==> src/rtl/neuron_step_ctrl.sv <==
// neuron_step_ctrl: sequencer for the 21-bit Izhikevich neuron datapath.
// Replays a stimulus table into neu_I, one entry per evaluation step.
// It samples the step-final membrane potential, re-initialises the datapath
// after a spike, and reports spike events and a saturating spike count.
// Optional feature macro: NEU_TRACE_EN adds trace_valid/trace_v outputs that
// report the sampled v once per completed step.
module neuron_step_ctrl #(
    parameter int unsigned        DEPTH    = 16,
    parameter int unsigned        AW       = 4,
    parameter int unsigned        STEP_CYC = 8,
    parameter logic signed [20:0] SPIKE_TH = 21'sh0F000,
    parameter int unsigned        CNT_W    = 8
) (
    input  logic             clk,
    input  logic             set_n,
    input  logic             cfg_we,
    input  logic [AW-1:0]    cfg_addr,
    input  logic [20:0]      cfg_data,
    input  logic [AW:0]      n_steps,
    input  logic             start,
    input  logic             abort,
    output logic             busy,
    output logic             done,
    output logic             cfg_err,
    output logic             neu_set,
    output logic [20:0]      neu_I,
    input  logic [20:0]      neu_final,
    output logic             spike_valid,
    output logic [AW-1:0]    spike_step,
    output logic [20:0]      spike_v,
    output logic [CNT_W-1:0] spike_cnt
`ifdef NEU_TRACE_EN
    ,
    output logic             trace_valid,
    output logic [20:0]      trace_v
`endif
);

    localparam int unsigned CW = $clog2(STEP_CYC + 1);
    // cyc counts 0..STEP_CYC-1 through the datapath step, STEP_CYC is the evaluate cycle
    localparam logic [CW-1:0] CYC_SMP = CW'(STEP_CYC - 1);
    localparam logic [CW-1:0] CYC_EVL = CW'(STEP_CYC);

    typedef enum logic [2:0] {S_IDLE, S_INIT, S_RUN, S_SPK, S_DONE} state_t;

    state_t             state_q;
    logic [AW:0]        nsteps_q;
    logic [AW-1:0]      step_q;
    logic [CW-1:0]      cyc_q;
    logic signed [20:0] vs_q;
    logic [20:0]        tbl_q [DEPTH];

    logic               busy_w;
    logic [AW:0]        step_inc;
    logic [AW-1:0]      step_nxt;
    logic               last_step;

    assign busy_w    = (state_q == S_INIT) || (state_q == S_RUN) || (state_q == S_SPK);
    assign busy      = busy_w;
    assign step_inc  = {1'b0, step_q} + {{AW{1'b0}}, 1'b1};
    assign step_nxt  = step_q + {{(AW-1){1'b0}}, 1'b1};
    assign last_step = (step_inc == nsteps_q);

    // Stimulus table: host writes are accepted only while no run is active
    always_ff @(posedge clk) begin
        if (cfg_we && !busy_w) begin
            tbl_q[cfg_addr] <= cfg_data;
        end
    end

    // Run sequencer with registered datapath controls and host-side reports
    always_ff @(posedge clk or negedge set_n) begin
        if (!set_n) begin
            state_q     <= S_IDLE;
            nsteps_q    <= '0;
            step_q      <= '0;
            cyc_q       <= '0;
            vs_q        <= '0;
            done        <= 1'b0;
            cfg_err     <= 1'b0;
            neu_set     <= 1'b1;
            neu_I       <= '0;
            spike_valid <= 1'b0;
            spike_step  <= '0;
            spike_v     <= '0;
            spike_cnt   <= '0;
`ifdef NEU_TRACE_EN
            trace_valid <= 1'b0;
            trace_v     <= '0;
`endif
        end else begin
            done        <= 1'b0;
            spike_valid <= 1'b0;
            cfg_err     <= cfg_we && busy_w;
`ifdef NEU_TRACE_EN
            trace_valid <= 1'b0;
`endif
            case (state_q)
                S_IDLE: begin
                    neu_set <= 1'b1;
                    if (start && !abort) begin
                        nsteps_q  <= n_steps;
                        spike_cnt <= '0;
                        if (n_steps == '0) begin
                            state_q <= S_DONE;
                            done    <= 1'b1;
                        end else begin
                            state_q <= S_INIT;
                            step_q  <= '0;
                            cyc_q   <= '0;
                            neu_I   <= tbl_q[0];
                        end
                    end
                end
                S_INIT: begin
                    if (abort) begin
                        state_q <= S_IDLE;
                        neu_set <= 1'b1;
                    end else if (cyc_q != '0) begin
                        state_q <= S_RUN;
                        cyc_q   <= '0;
                        neu_set <= 1'b0;
                    end else begin
                        cyc_q <= CW'(1);
                    end
                end
                S_RUN: begin
                    if (abort) begin
                        state_q <= S_IDLE;
                        neu_set <= 1'b1;
                    end else if (cyc_q == CYC_EVL) begin
`ifdef NEU_TRACE_EN
                        trace_valid <= 1'b1;
                        trace_v     <= vs_q;
`endif
                        if (vs_q >= SPIKE_TH) begin
                            state_q     <= S_SPK;
                            neu_set     <= 1'b1;
                            spike_valid <= 1'b1;
                            spike_step  <= step_q;
                            spike_v     <= vs_q;
                            if (spike_cnt != '1) begin
                                spike_cnt <= spike_cnt + {{(CNT_W-1){1'b0}}, 1'b1};
                            end
                        end else if (last_step) begin
                            state_q <= S_DONE;
                            neu_set <= 1'b1;
                            done    <= 1'b1;
                        end else begin
                            step_q <= step_nxt;
                            cyc_q  <= '0;
                            neu_I  <= tbl_q[step_nxt];
                        end
                    end else begin
                        if (cyc_q == CYC_SMP) begin
                            vs_q <= neu_final;
                        end
                        cyc_q <= cyc_q + CW'(1);
                    end
                end
                S_SPK: begin
                    if (abort) begin
                        state_q <= S_IDLE;
                    end else if (last_step) begin
                        state_q <= S_DONE;
                        done    <= 1'b1;
                    end else begin
                        state_q <= S_RUN;
                        neu_set <= 1'b0;
                        step_q  <= step_nxt;
                        cyc_q   <= '0;
                        neu_I   <= tbl_q[step_nxt];
                    end
                end
                S_DONE: begin
                    state_q <= S_IDLE;
                    neu_set <= 1'b1;
                end
                default: begin
                    state_q <= S_IDLE;
                    neu_set <= 1'b1;
                end
            endcase
        end
    end

endmodule
==> config.mk <==
export PLATFORM = sky130hd
export DESIGN_NAME = neuron_step_ctrl
export DESIGN_NICKNAME = d
export VERILOG_FILES = /design/src/rtl/neuron_step_ctrl.sv
export SDC_FILE = /design/constraint.sdc
export NUM_CORES = 1
export LEC_CHECK = 0
export CORE_AREA = 2 2 200 182
export DETAILED_ROUTE_END_ITERATION = 8
export DIE_AREA = 0 0 202 184
export PLACE_DENSITY_LB_ADDON = 0.05
export RECOVER_POWER = 25
export SLEW_MARGIN = 30
export SYNTH_ARGS = -nofsm -noshare
export SYNTH_HDL_FRONTEND = slang
export SYNTH_SLANG_ARGS = --single-unit
export TNS_END_PERCENT = 5
==> constraint.sdc <==
create_clock -name clk -period 6.7 [get_ports clk]
set_clock_uncertainty 0.1 [all_clocks]
set_input_delay 2.01 -clock clk [delete_from_list [all_inputs] [get_ports clk]]
set_output_delay 2.01 -clock clk [all_outputs]
set_load 0.005 [all_outputs]
==> metrics.csv, run 1 <==
metric;value;unit
grt ovf;0;
Cell variety after synth;69;
clock root buffer;clkbuf_16;
Tmin final;4.345;ns
Yosys warning count;0;
max-cap viol count;0;
routability-driven placement congestion ratio;0.8381;
insertion delay to the later sink of the worst-skew pair;0.54;ns
DP HPWL;22740;um
PortBufs;114;
Post-Syn Area per Cell;18.79;sq um
CTS tree;built;
clock sinks;431;
Seq/Total Area, Yosys;0.7166;
buffer depth of the longest clock path;3;
Initial Util;0.4987;
global route hottest layer;met2;
Non-Filler Instances;1569;
first-pass GRT wire length;58680;um
post-route cell area;0.02050;sq mm
Pleak;6.981;nW
commonest cells after routing, fill and taps aside;edfxtp_1, clkdlybuf4s50_1, dfrtp_1;
Least-Margin Pin Slew;0.9148;ns
FFs w/ async S/R, synth;0.2204;
Post-synth EDFFs;336;
H-tree depth;2;
final total power;6.767;mW
status;complete, no violations;
Post-Place Cell Area;0.01911;sq mm
Max Clock Freq;230.1;MHz
Slew HR;0.3887;
Ports;115;
Post-DRT Antenna Nets;0;
unrepaired setup endpoints after global routing;no;
CP most frequent cell;nor2_1;
Final Hold Viols;0;
crit-path cells;nor2_1, nor2_1, clkdlybuf4s50_1;
FP Rows;65;
Core ar.;0.03489;sq mm
Routed WL per cell;24.94;um
Final period util;0.6485;
# resized after CTS;0;
maximum vdd drop;0.0002209;V
placed cells;1484;
Worst path max stage delay;0.58;ns
die width;202;um
Total Negative Setup Slacks;0;ns
number of global-route vias before repair;9265;
Top Family by Delay on Critical Path;buffers and inverters;
Reg2Reg Setup Slack;2.52;ns
Slowest cell on crit path;clkdlybuf4s50_1;
startpoint types;flop;
1st-iter DRT viols;834;
Hold Crit Class;flop to flop;
ys flop type;edfxtp_1;
die area;0.03717;sq mm
pre-CTS WS;1.913;ns
met3 Use GR;0.03474;
pwr/cell area;330.1;mW/mm^2
postcts setup bufs;0;
NumNets Final;1122;
share of layout cells above drive strength 1;0.2675;
Remaining DRCs;0;
Area growth syn-to-layout;17.84;%
WP buf/inv;1;
Routed Wire Length;39140;um
Slew Limit Fails;0;
largest net degree at the start of global routing;55;
Synth Register Bits;431;
Hold-fix buffers, CTS;0;
critical path class;flop to output port;
Synth Instances;926;
Max FO, Critical Path;12;
CP endpoint kind;output port;
die height;184;um
GRT Util Overall;0.2138;
met1 usage;0.3191;
drt first pass iters;4;
commonest non-fill, non-tap cell in the layout;edfxtp_1;
final worst setup slack;2.355;ns
Worst EP arrival;2.24;ns
Worst Path Required;4.59;ns
Net Count, Synth;986;
Post-Syn Area;0.01740;sq mm
vias after detailed routing;9127;
final setup fails;0;
initial antenna violation count;2;
Worst-path clk slew;0.06;ns
DR vias/cell;5.817;
global routing met2 resource utilization;0.3288;
number of buffers created by CTS;45;
-- registers in the layout, indices dropped and copies added, names as in the netlist --
name / flops
neu_I: 21
spike_valid: 1
cyc_q: 4
spike_v: 21
spike_cnt: 8
step_q: 4
nsteps_q: 5
done: 1
spike_step: 4
tbl_q: 336
state_q: 3
vs_q: 21
neu_set: 1
cfg_err: 1
-- final cells by class --
class	instances	area [sq um]
fillers	2642	14390
well taps	469	586.8
clock buffers	70	1313
clock inverters	14	65.06
repair buffers	141	1345
inverters	8	30.03
flip-flops and latches	431	12470
diodes	1	2.502
multi-input cells	435	4688
-- logic make-up after synthesis --
family                   synth area share
flip-flops                         0.7166
AND/OR/NAND/NOR                   0.03898
multiplexers                       0.1702
XOR/XNOR                         0.006042
buffers and inverters             0.01971
AO/OA/AOI/OAI                     0.04560
adder cells (fa/ha/maj)          0.002877
-- cells in the mapped netlist (9+ instances only) --
| cell type | n | share of area |
|---|---|---|
| a21oi_1 | 31 | 0.0089 |
| a22oi_1 | 22 | 0.0095 |
| a31oi_1 | 21 | 0.0076 |
| buf_2 | 23 | 0.0066 |
| clkbuf_1 | 16 | 0.0035 |
| dfrtp_1 | 94 | 0.14 |
| edfxtp_1 | 336 | 0.58 |
| mux2_2 | 70 | 0.045 |
| mux2_4 | 18 | 0.016 |
| mux4_2 | 84 | 0.11 |
| nand2_1 | 49 | 0.011 |
| nand3_1 | 9 | 0.0026 |
| nor2_1 | 27 | 0.0058 |
| o21ai_0 | 14 | 0.0040 |
-- power breakdown --
group	total, mW	switching, mW	internal [mW]	leakage (nW)
sequential	3.19	0.160	3.03	4.28
clock	2.33	0.983	1.34	0.667
combinational	1.25	0.591	0.658	2.03
total	6.77	1.73	5.03	6.98
-- final timing paths --
path,from,endpoint,cells past startpoint
setup / recovery,state_q[0],busy,3
hold / removal,vs_q[7],spike_v[7],1
setup reg to reg,step_q[0],step_q[0],6
hold reg to reg,vs_q[7],spike_v[7],1
max in group asynchronous,set_n,vs_q[2],2
min in group asynchronous,set_n,neu_I[18],1
-- metrics by stage --
stage                     hold slack [ns]  utilization
after floorplan                    0.3568            -
after global placement             0.3780       0.5476
after detailed placement           0.3875       0.5478
after CTS                          0.3988       0.5873
after global routing               0.4117       0.5876
final                              0.3948       0.5876
-- per-layer routing --
layer | share of wire | wire length (um)
met1 | 0.47 | 18250
met2 | 0.46 | 18150
met3 | 0.050 | 1949
met4 | 0.020 | 785
met5 | 0.00028 | 11
Power figures use the tool's default switching activity.
==> run 2: changes to the inputs <==
- clock period: 6.7 -> 3.91 ns (I/O delays scaled with it)
==> metrics.csv, run 2 (synthesis gave the netlist of run 1 again) <==
metric;value;unit
Hold Crit Class;flop to flop;
pwr/cell area;562.0;mW/mm^2
unrepaired setup endpoints after global routing;no;
GRT Util Overall;0.2122;
placed cells;1500;
sequential share of power;0.465;
Post-DRT Antenna Nets;0;
commonest non-fill, non-tap cell in the layout;edfxtp_1;
critical path class;flop to output port;
Core ar.;0.03489;sq mm
final setup fails;0;
die area;0.03717;sq mm
max-cap viol count;1;
DR vias/cell;5.696;
Worst EP arrival;2.22;ns
CTS tree;built;
Final Hold Viols;0;
maximum vdd drop;0.0004531;V
multi-input logic area;0.004677;sq mm
Routed Wire Length;38500;um
sw frac;0.2545;
final worst setup slack;0.4168;ns
Non-Filler Instances;1582;
Total Negative Setup Slacks;0;ns
drt first pass iters;5;
flip-flop count of the largest register after layout;336;
R2R depth;7;
die width;202;um
# resized after CTS;0;
initial antenna violation count;1;
Routed WL per cell;24.34;um
clock sinks;431;
Reg2Reg Setup Slack;0.95;ns
1st-iter DRT viols;674;
postcts setup bufs;0;
clock root buffer;clkbuf_16;
clock power share;0.343;
status;complete, but fails checks;
Worst Path Required;2.64;ns
commonest cells after routing, fill and taps aside;edfxtp_1, clkdlybuf4s50_1, dfrtp_1;
Least-Margin Pin Slew;1.587;ns
Final period util;0.8934;
Worst R2R Start;step_q[0];
WHS Path Cells;1;
buffer depth of the longest clock path;3;
Net Switching;2.951;mW
Initial Util;0.4987;
grt ovf;0;
number of fill cells;2590;
Power Internal;8.643;mW
number of buffers created by CTS;45;
share of layout cells above drive strength 1;0.2785;
Worst-path clk slew;0.06;ns
# diodes;0;
pre-CTS WS;0.4028;ns
largest net degree at the start of global routing;86;
final total power;11.59;mW
Remaining DRCs;0;
HP Start;vs_q[0];
H-tree depth;2;
CP endpoint kind;output port;
register area;0.01247;sq mm
FP Rows;65;
Top reg by flops;tbl_q;
Tmin final;3.493;ns
Slew HR;-0.05808;
insertion delay to the later sink of the worst-skew pair;0.55;ns
RR Endpoint;neu_I[17];
Slew Limit Fails;51;
Max Clock Freq;286.3;MHz
DP HPWL;22140;um
Ports;115;
failing checks;capacitance limit, slew limit;
Combinational Power Share;0.193;
Area growth syn-to-layout;18.56;%
PortBufs;114;
routability-driven placement congestion ratio;0.8169;
number of global-route vias before repair;9185;
vias after detailed routing;9011;
Max FO, Critical Path;12;
Hold-fix buffers, CTS;0;
startpoint types;flop;
Min-Delay Endpoint;spike_v[0];
fin util;0.5912;
first-pass GRT wire length;58320;um
die height;184;um
NumNets Final;1138;
Pleak;7.069;nW
==> run 2: cell count changes in the layout (fill, tap and decap cells not counted), moves of 2 or more <==
cell             change
dlygate4sd3_1        -3
buf_4               +12
clkinv_2             +4
nor2_2               +2
clkbuf_8             -2
clkinv_1             -3
clkdlybuf4s50_1      +3
buf_12               +3
nor2_4               -2
==> run 2: stage by stage <==
stage	cell area, sq um	hold slack [ns]
final	20630	0.3988
after global routing	20630	0.4133
after CTS	20630	0.4019
after detailed placement	19260	0.3889
after global placement	19260	0.3785
after floorplan	17400	0.3568
==> run 2: power groups by stage <==
| stage | Sequential (mW) | Combinational [mW] | Clock [mW] |
|---|---|---|---|
| 2_1_floorplan | 5.39 | 1.52 | 0 |
| 3_3_place_gp | 5.48 | 2.25 | 0 |
| 3_5_place_dp | 5.48 | 2.27 | 0 |
| 4_1_cts | 5.39 | 2.28 | 4.07 |
| 5_1_grt | 5.41 | 2.44 | 4.26 |
| 6_report | 5.39 | 2.23 | 3.97 |
==> run 2: cell type report <==
cell class | instances | area share
clock buffer | 66 | 0.06090
clock inverter | 16 | 0.005459
inverter | 8 | 0.001456
multi-input combinational | 435 | 0.2267
sequential | 431 | 0.6046
tap | 469 | 0.02845
timing repair buffer | 157 | 0.07236
==> run 2: metal layers <==
metal,wire [um],part of all wire,vias to the layer above,track usage
li1,-,-,4036,-
met1,17830,0.46,4709,0.3135
met2,18050,0.47,215,0.3337
met3,2008,0.052,51,0.03651
met4,614,0.016,0,0.04853
met5,0,0,-,0
==> run 2: worst max-delay path, cell delays in order (launching register included) <==
cell and delay [ns]:
dfrtp_1 0.57, nor2_1 0.22, nor2_1 0.32, clkdlybuf4s50_1 0.57
==> run 2: worst max path at each step <==
stage | start | end
2_1_floorplan | cfg_we | tbl_q[0][0]
3_3_place_gp | n_steps[0] | neu_I[20]
3_5_place_dp | n_steps[0] | neu_I[7]
4_1_cts | state_q[0] | busy
5_1_grt | state_q[0] | busy
6_report | state_q[0] | busy
==> run 3: changes to the inputs <==
- CAP_MARGIN: unset -> 20
==> results of run 3 <==
Final layout, timing and power as in run 2 (identical DEF).
